`src/rtl/uart_pkg.sv`:
```
// Shared definitions for the UART transmit path: launch FSM encoding and
// the default serializer bit period.
package uart_pkg;

    typedef enum logic [1:0] {
        ST_IDLE      = 2'd0,
        ST_LAUNCH    = 2'd1,
        ST_WAIT_BUSY = 2'd2,
        ST_WAIT_DONE = 2'd3
    } tx_state_e;

    // 100 MHz clock / 115200 baud
    localparam int CLKS_PER_BIT = 868;

endpackage

```
`src/rtl/uart_tx_fifo_if.sv`:
```
// Byte-write and serializer-handshake signals of uart_tx_fifo.
// slave is the FIFO side, master is the producer/serializer side.
interface uart_tx_fifo_if #(
    parameter int CNT_W = 5
);
    logic             i_Wr_DV;
    logic [7:0]       i_Wr_Byte;
    logic             o_Full;
    logic             o_Empty;
    logic [CNT_W-1:0] o_Count;
    logic             o_Overflow;
    logic             o_TX_DV;
    logic [7:0]       o_TX_Byte;
    logic             i_TX_Active;
    logic             i_TX_Done;

    modport slave (
        input  i_Wr_DV, i_Wr_Byte, i_TX_Active, i_TX_Done,
        output o_Full, o_Empty, o_Count, o_Overflow, o_TX_DV, o_TX_Byte
    );

    modport master (
        output i_Wr_DV, i_Wr_Byte, i_TX_Active, i_TX_Done,
        input  o_Full, o_Empty, o_Count, o_Overflow, o_TX_DV, o_TX_Byte
    );
endinterface

```
`src/rtl/uart_byte_fifo.sv`:
```
// DEPTH x 8 circular byte buffer with registered count/flags and a
// one-cycle overflow pulse for dropped writes.
module uart_byte_fifo #(
    parameter int DEPTH = 16,
    parameter int CNT_W = $clog2(DEPTH) + 1
) (
    input  logic             iclk,
    input  logic             i_Rst_L,
    input  logic             i_Wr_DV,
    input  logic [7:0]       i_Wr_Byte,
    input  logic             i_Pop,
    output logic [7:0]       o_Rd_Byte,
    output logic             o_Full,
    output logic             o_Empty,
    output logic [CNT_W-1:0] o_Count,
    output logic             o_Overflow
);
    localparam int PTR_W = $clog2(DEPTH);

    logic [7:0]       r_Mem [0:DEPTH-1];
    logic [PTR_W-1:0] r_Wr_Ptr, r_Rd_Ptr;
    logic [CNT_W-1:0] r_Count, w_Count_Nxt;
    logic             r_Full, r_Empty, r_Overflow;
    logic             w_Pop, w_Wr_Acc;

    assign w_Pop    = i_Pop && !r_Empty;
    // A full FIFO still takes a write when the head leaves on the same edge
    assign w_Wr_Acc = i_Wr_DV && (!r_Full || w_Pop);

    always_comb begin
        w_Count_Nxt = r_Count;
        if (w_Wr_Acc && !w_Pop)
            w_Count_Nxt = r_Count + CNT_W'(1);
        else if (!w_Wr_Acc && w_Pop)
            w_Count_Nxt = r_Count - CNT_W'(1);
    end

    always_ff @(posedge iclk) begin
        if (w_Wr_Acc)
            r_Mem[r_Wr_Ptr] <= i_Wr_Byte;
    end

    always_ff @(posedge iclk or negedge i_Rst_L) begin
        if (!i_Rst_L) begin
            r_Wr_Ptr   <= '0;
            r_Rd_Ptr   <= '0;
            r_Count    <= '0;
            r_Full     <= 1'b0;
            r_Empty    <= 1'b1;
            r_Overflow <= 1'b0;
        end else begin
            if (w_Wr_Acc)
                r_Wr_Ptr <= r_Wr_Ptr + PTR_W'(1);
            if (w_Pop)
                r_Rd_Ptr <= r_Rd_Ptr + PTR_W'(1);
            r_Count    <= w_Count_Nxt;
            r_Full     <= (w_Count_Nxt == CNT_W'(DEPTH));
            r_Empty    <= (w_Count_Nxt == '0);
            r_Overflow <= i_Wr_DV && !w_Wr_Acc;
        end
    end

    assign o_Rd_Byte  = r_Mem[r_Rd_Ptr];
    assign o_Full     = r_Full;
    assign o_Empty    = r_Empty;
    assign o_Count    = r_Count;
    assign o_Overflow = r_Overflow;
endmodule

```
`src/rtl/uart_tx_fifo.sv`:
```
// Transmit FIFO in front of a UART serializer: buffers bytes and launches
// one at a time, waiting for the serializer's done pulse between launches.
module uart_tx_fifo
    import uart_pkg::*;
#(
    parameter int DEPTH = 16,
    parameter int CNT_W = $clog2(DEPTH) + 1
) (
    input  logic          iclk,
    input  logic          i_Rst_L,
    uart_tx_fifo_if.slave bus
);
    tx_state_e        r_State;
    logic             r_TX_DV;
    logic [7:0]       r_TX_Byte;
    logic             w_Pop;
    logic [7:0]       w_Rd_Byte;
    logic             w_Full, w_Empty, w_Overflow;
    logic [CNT_W-1:0] w_Count;

    // The pop happens on the IDLE->LAUNCH edge, when the head is latched
    assign w_Pop = (r_State == ST_IDLE) && !w_Empty;

    uart_byte_fifo #(.DEPTH(DEPTH), .CNT_W(CNT_W)) u_fifo (
        .iclk       (iclk),
        .i_Rst_L    (i_Rst_L),
        .i_Wr_DV    (bus.i_Wr_DV),
        .i_Wr_Byte  (bus.i_Wr_Byte),
        .i_Pop      (w_Pop),
        .o_Rd_Byte  (w_Rd_Byte),
        .o_Full     (w_Full),
        .o_Empty    (w_Empty),
        .o_Count    (w_Count),
        .o_Overflow (w_Overflow)
    );

    always_ff @(posedge iclk or negedge i_Rst_L) begin
        if (!i_Rst_L) begin
            r_State   <= ST_IDLE;
            r_TX_DV   <= 1'b0;
            r_TX_Byte <= 8'h00;
        end else begin
            r_TX_DV <= 1'b0;
            case (r_State)
                ST_IDLE: if (!w_Empty) begin
                    r_TX_Byte <= w_Rd_Byte;
                    r_TX_DV   <= 1'b1;
                    r_State   <= ST_LAUNCH;
                end
                ST_LAUNCH: r_State <= ST_WAIT_BUSY;
                // A serializer that finishes before showing busy still ends the wait
                ST_WAIT_BUSY: begin
                    if (bus.i_TX_Done)
                        r_State <= ST_IDLE;
                    else if (bus.i_TX_Active)
                        r_State <= ST_WAIT_DONE;
                end
                ST_WAIT_DONE: if (bus.i_TX_Done) r_State <= ST_IDLE;
                default: r_State <= ST_IDLE;
            endcase
        end
    end

    assign bus.o_Full     = w_Full;
    assign bus.o_Empty    = w_Empty;
    assign bus.o_Count    = w_Count;
    assign bus.o_Overflow = w_Overflow;
    assign bus.o_TX_DV    = r_TX_DV;
    assign bus.o_TX_Byte  = r_TX_Byte;
endmodule

```
`src/flat_wrapper.sv`:
```
// flat-port wrapper written by rule: the top's interface ports become plain ports
module uart_tx_fifo_flat import uart_pkg::*;
#(
    parameter int DEPTH = 16,
    parameter int CNT_W = $clog2(DEPTH) + 1
)
  (iclk, i_Rst_L, bus_i_Wr_DV, bus_i_Wr_Byte, bus_i_TX_Active, bus_i_TX_Done, bus_o_Full, bus_o_Empty, bus_o_Count, bus_o_Overflow, bus_o_TX_DV, bus_o_TX_Byte);
  uart_tx_fifo_if #(.CNT_W(CNT_W)) bus_i ();
  input  logic iclk;
  input  logic i_Rst_L;
  input wire logic [$bits(bus_i.i_Wr_DV)-1:0] bus_i_Wr_DV;
  input wire logic [$bits(bus_i.i_Wr_Byte)-1:0] bus_i_Wr_Byte;
  input wire logic [$bits(bus_i.i_TX_Active)-1:0] bus_i_TX_Active;
  input wire logic [$bits(bus_i.i_TX_Done)-1:0] bus_i_TX_Done;
  output wire logic [$bits(bus_i.o_Full)-1:0] bus_o_Full;
  output wire logic [$bits(bus_i.o_Empty)-1:0] bus_o_Empty;
  output wire logic [$bits(bus_i.o_Count)-1:0] bus_o_Count;
  output wire logic [$bits(bus_i.o_Overflow)-1:0] bus_o_Overflow;
  output wire logic [$bits(bus_i.o_TX_DV)-1:0] bus_o_TX_DV;
  output wire logic [$bits(bus_i.o_TX_Byte)-1:0] bus_o_TX_Byte;
  assign bus_i.i_Wr_DV = bus_i_Wr_DV;
  assign bus_i.i_Wr_Byte = bus_i_Wr_Byte;
  assign bus_i.i_TX_Active = bus_i_TX_Active;
  assign bus_i.i_TX_Done = bus_i_TX_Done;
  assign bus_o_Full = bus_i.o_Full;
  assign bus_o_Empty = bus_i.o_Empty;
  assign bus_o_Count = bus_i.o_Count;
  assign bus_o_Overflow = bus_i.o_Overflow;
  assign bus_o_TX_DV = bus_i.o_TX_DV;
  assign bus_o_TX_Byte = bus_i.o_TX_Byte;
  uart_tx_fifo #(.DEPTH(DEPTH), .CNT_W(CNT_W)) u_core (.iclk(iclk), .i_Rst_L(i_Rst_L), .bus(bus_i));
endmodule
```
`config.mk`:
```
export PLATFORM = sky130hd
export DESIGN_NAME = uart_tx_fifo_flat
export DESIGN_NICKNAME = d
export VERILOG_FILES = /design/src/rtl/uart_pkg.sv /design/src/rtl/uart_tx_fifo_if.sv /design/src/rtl/uart_byte_fifo.sv /design/src/rtl/uart_tx_fifo.sv /design/src/flat_wrapper.sv
export SDC_FILE = /design/constraint.sdc
export NUM_CORES = 1
export LEC_CHECK = 0
export ABC_AREA = 1
export BUFFER_PORTS_ARGS = -buffer_cell sky130_fd_sc_hd__buf_4
export CORE_ASPECT_RATIO = 1.5
export CORE_MARGIN = 1
export CORE_UTILIZATION = 35
export DETAILED_ROUTE_END_ITERATION = 10
export GPL_TIMING_DRIVEN = 0
export SETUP_SLACK_MARGIN = 0.2
export SLEW_MARGIN = 10
export SYNTH_ARGS = -nofsm -noshare
export SYNTH_HDL_FRONTEND = slang
export SYNTH_SLANG_ARGS = --single-unit
```
`constraint.sdc`:
```
create_clock -name iclk -period 2.2 [get_ports iclk]
set_clock_uncertainty 0.1 [all_clocks]
set_input_delay 0 -clock iclk [delete_from_list [all_inputs] [get_ports iclk]]
set_output_delay 0 -clock iclk [all_outputs]
set_load 0.05 [all_outputs]
```
Word-level counts from Yosys, hierarchy flattened
Memory sizes are Yosys's and may differ from the RTL's. A register that Yosys moved wholly into a read port is not among the register bits.
Index checks and enable logic that the tools add are counted.
{ "classes": {"n_addsub": 4, "n_mul": 0, "div": 0, "order_cmp": 0, "n_eq_ne": 7, "n_shift": 0, "muxes": 11, "bitwise": 1, "reduce_logical": 16} }
{ "op_table": {"columns": ["cell", "count"], "rows": [
  ["5-bit two-way mux", 2],
  ["4-bit by 1-bit adder with 4-bit output, second input constant", 2],
  ["2-bit two-way mux", 4],
  ["2-bit case mux with 4 select lines", 1],
  ["1-bit logical AND", 6],
  ["5-bit by 1-bit adder with 5-bit output, second input constant", 1],
  ["5-bit == test, second input constant", 1],
  ["1-bit zero test", 5],
  ["5-bit zero test", 1],
  ["5-bit by 1-bit subtractor with 5-bit output, second input constant", 1],
  ["2-bit == test, second input constant", 2],
  ["1-bit two-way mux", 4],
  ["2-bit != test, second input constant", 2],
  ["3-bit != test, second input constant", 1],
  ["3-bit AND reduction", 1],
  ["2-bit by 1-bit == test with 1-bit output, second input constant", 1],
  ["2-bit zero test", 1],
  ["2-bit AND reduction", 1],
  ["1-bit logical OR", 1],
  ["1-bit inverter", 1]
]} }
{ "totals": {"reg_bits": 19, "latchBits": 0, "mem_bits_rw": 128, "rom_bits": 0, "input_bits": 13, "output_inout_bits": 17, "elab_cells": 48, "mem_count": 1} }
{ "mem_list": {"columns": ["memory", "depth", "width", "read_ports", "rd_clocked_by_memory_dff", "write_ports", "line", "source"], "rows": [
  ["u_core.u_fifo.r_Mem", 16, 8, 1, 1, 1, "uart_byte_fifo.sv:20", "logic [7:0] r_Mem [0:DEPTH-1];"]
]} }

Logic depth before layout (Yosys ltp)
{ "logic_depth": {"ltp_word": 10, "mapped_depth": 10, "mapped_depth_nobuf": 10} }

Cells and area by module
A second synthesis with hierarchy kept.
{ "hier_totals": {"hier_cells": 555, "area_unflattened_um2": 6463.7} }
{ "modules_own_cells": {"columns": ["module", "n_inst", "cells_per_inst", "area_each_um2", "seq_area_each_um2"], "rows": [
  ["uart_byte_fifo", 1, 505, 6019.5, 4245.3],
  ["uart_tx_fifo", 1, 50, 444.2, 275.3]
]} }

Worst setup path before layout
No wires, ideal clock.
{ "synth_path": {"kind": "flip-flop to flip-flop", "start": "reg u_core.u_fifo.r_Full, in the netlist u_core.u_fifo.o_Full", "end": "mem u_core.u_fifo.r_Mem[11][0] (enable)", "setup_time_ps": 370, "arrival_ps": 1421, "required_ps": 1730, "slack_ps": 309, "stages_incl_launch_ff": 4, "n_path_buf": 0, "synth_period_minus_slack_ps": 1891, "cell_sequence": "dfrtp_1 -> a21oi_4 -> nand2_1 -> nor2_1"} }
{ "synth_between": {"elab_chain_len": 5} }
{ "synth_rtl": {"columns": ["element", "line", "source"], "rows": [
  ["from (decl)", "uart_byte_fifo.sv:23", "logic r_Full, r_Empty, r_Overflow;"],
  ["from (signal assigned)", "uart_byte_fifo.sv:57", "r_Full <= (w_Count_Nxt == CNT_W'(DEPTH));"],
  ["1-bit zero test", "uart_byte_fifo.sv:28", "assign w_Wr_Acc = i_Wr_DV && (!r_Full || w_Pop);"],
  ["1-bit logical OR", "uart_byte_fifo.sv:28", null],
  ["1-bit logical AND", "uart_byte_fifo.sv:28", null],
  ["1-bit two-way mux", "uart_byte_fifo.sv:39", "if (w_Wr_Acc)"],
  ["1-bit two-way mux (not written as such)", "uart_byte_fifo.sv:40", "r_Mem[r_Wr_Ptr] <= i_Wr_Byte;"],
  ["to (decl)", "uart_byte_fifo.sv:20", null]
]} }
Every way passes these cells.

==> metrics.txt <==
status complete, no violations; Worst-Margin Slew 0.625 ns; I/O pins 30; Synth cell types 31; post-synthesis cell area 6510 um^2; FILL cells 1,616; ys async rst share 17.4%; Setup CP Type reg2reg; Hold Fails Final Rpt 0; crit path max fanout 10; number of port buffers 29; Synth Net Count 595; H-tree Lvls 4; final setup fails 0; CTS tree yes; final period utilization 88.0%; Final nets 663; Clk pin slew, worst setup/hold paths 0.06 ns; vias per cell 4.88; Max Freq 516 MHz; peak supply drop 0.663 mV; clock sinks 155; Post-Synthesis Cells 575; required time worst endpoint 2.40 ns; Cell Pwr Density 1420 nW/um^2; dpl hpwl 11.6 mm; RSZ-0062 raised after global routing yes; kind of cell adding the most delay to the critical path buffers and inverters; vias in the first global route 4,429; CP arrival 2.13 ns; reg2reg start u_core.u_fifo.r_Rd_Ptr[1]$_DFFE_PN0P_; Post-synth EDFFs 128; Worst setup EP type flop; via count 4,415; Inserted Diodes 0; routed len/inst 18.0 um; Seq/Total Area, Yosys 69.4%; chip height 169 um; CP cell instances buf_2 -> inv_1 -> buf_2 -> nand3_1 -> nand3_1 -> nand2_1 -> a21oi_1 -> a21oi_1; gr usage total 18.1%; core area 18,100 um^2; first-pass GRT wire length 25.2 mm; routability cong. 0.891; P_leak 0.00308 uW; Die W 113 um; DR pass1 iterations 5; Final Max Slew Viols 0; slew margin rel. 58.3%; worst hold slack 0.236 ns; critical path's slowest cell dfrtp_1; WP buf/inv 3; clock latency at the later pin of the worst-skew pair 0.42 ns; largest net degree at the start of global routing 27; DRC 0; Die Area 19,200 um^2; initial antenna violation count 0; Final Power 11,400 uW; share of cells above drive strength 1 18.9%; Syn Area/Cell 11.3 um^2; remaining global-route overflow 0; Cell Count, Final, Fillers Out 904; cts bufs inserted 17; area grow syn2layout 23.4%; Initial Utilization 36.0%; Synth Register Bits 155; launch point of the critical path u_core.u_fifo.r_Rd_Ptr[1]$_DFFE_PN0P_; hold wc startpoint bus_i_TX_Done; clk root buf clkbuf_16; FP Rows 60; Final TNS setup 0 ns; deepest clock path buffer count 2; Period minus WS final 1.94 ns; Max-Cap Viols 0; max incr delay on CP 0.39 ns; HP Class in2reg; Ys Warns 0; Total Routed Length 16.3 mm; number of routed nets with antenna violations 0; ys flop type edfxtp_1; dpl cells 852; initial DRC count 336; type of origin of the critical path flop
stage by stage:
stage	setup slack, ns	instance area (um^2)	util [%]
floorplan	0.309	6510	-
global placement	-0.159	7040	38.9
detailed placement	-0.255	7040	38.9
CTS	0.202	8030	44.4
global route	0.174	8040	44.4
finish	0.264	8040	44.4
report_power, final:
group          total [uW]  switching [uW]  internal, uW  leakage [uW]
logic                4570            3220          1350       0.00132
registers            3950             278          3670       0.00148
clock network        2880            1180          1700      0.000282
total               11400            4680          6720       0.00308
metal layers:
layer	wire (um)	up-vias	GRT usage [%]
li1	-	2110	-
met1	6250	2181	19.2
met2	9000	102	34.4
met3	633	22	3.69
met4	393	0	7.09
met5	0	-	0
state kept, by name, indices dropped and copies added (netlist names), 2 cells and up:
signal and flops:
u_core.r_State 2, u_core.u_fifo.r_Mem 128, u_core.bus.o_TX_Byte 8, u_core.u_fifo.r_Rd_Ptr 4
u_core.u_fifo.r_Wr_Ptr 4, u_core.u_fifo.o_Count 5
synthesized netlist by cell type, drive strengths merged, types with 2 or more instances:
library cell | instances | area, um^2
nand3 | 107 | 566
inv | 19 | 71.3
clkbuf | 4 | 15.0
nor2 | 36 | 150
clkinv | 2 | 7.51
ha | 7 | 87.6
dfrtp | 26 | 651
edfxtp | 128 | 3840
nand2 | 183 | 699
o21ai | 5 | 25.0
a21oi | 18 | 101
buf | 23 | 133
xor2 | 8 | 70.1
nand4 | 4 | 40.0
cell type report:
type	count	area (um^2)	area share, %
flip-flops and latches	155	4520	56.2
multi-input cells	372	1920	23.8
repair buffers	49	475	5.91
clock buffers	19	433	5.38
well taps	248	310	3.86
clock inverters	13	153	1.90
plain buffers	27	153	1.90
inverters	21	78.8	0.980
tightest hold or removal path, cell delays in order:
cell	delay, ns
dlygate4sd3_1	0.54
buf_4	0.12
a21oi_1	0.06
logic make-up after synthesis:
group	count (synthesis)	synth area share, %
compound gates	24	2.06
xor+xnor	9	1.21
fa+ha+maj	7	1.34
buf+inv	48	3.48
flops	155	69.4
simple gates	332	22.5
cell usage in the layout, fill, tap and decap left out, types with 14 or more instances in the layout:
cell | netlist | routed
inv_1 | 14 | 14
clkbuf_16 | 0 | 17
nand2_1 | 180 | 176
buf_4 | 6 | 36
nand3_1 | 104 | 104
a21oi_1 | 17 | 17
edfxtp_1 | 128 | 128
dfrtp_1 | 26 | 26
nor2_4 | 2 | 18
nor2_1 | 34 | 18
path summary, 6_finish.rpt:
path	endpoint	slack, ns	depth (start not counted)
setup / recovery	u_core.bus.o_TX_Byte[3]$_DFFE_PN0P_	0.26	8
hold reg to reg	u_core.bus.o_TX_Byte[0]$_DFFE_PN0P_	0.44	2
hold / removal	u_core.r_State[1]$_DFFE_PN0P_	0.24	3
setup reg to reg	u_core.bus.o_TX_Byte[3]$_DFFE_PN0P_	0.26	8
max in group asynchronous	u_core.bus.o_TX_Byte[5]$_DFFE_PN0P_	1.32	4
min in group asynchronous	u_core.u_fifo.o_Count[3]$_DFF_PN0_	0.53	4
what timing repair did:
item | 4_1_cts | 5_1_grt
hold buffers | 14 | 0
pin swaps | 9 | 4
setup endpoints to repair | 130 | 44
resized for setup | 41 | 2
hold endpoints to repair | 163 | 0
setup buffers | 6 | 0
No activity file was read; power rests on OpenSTA's default activity.
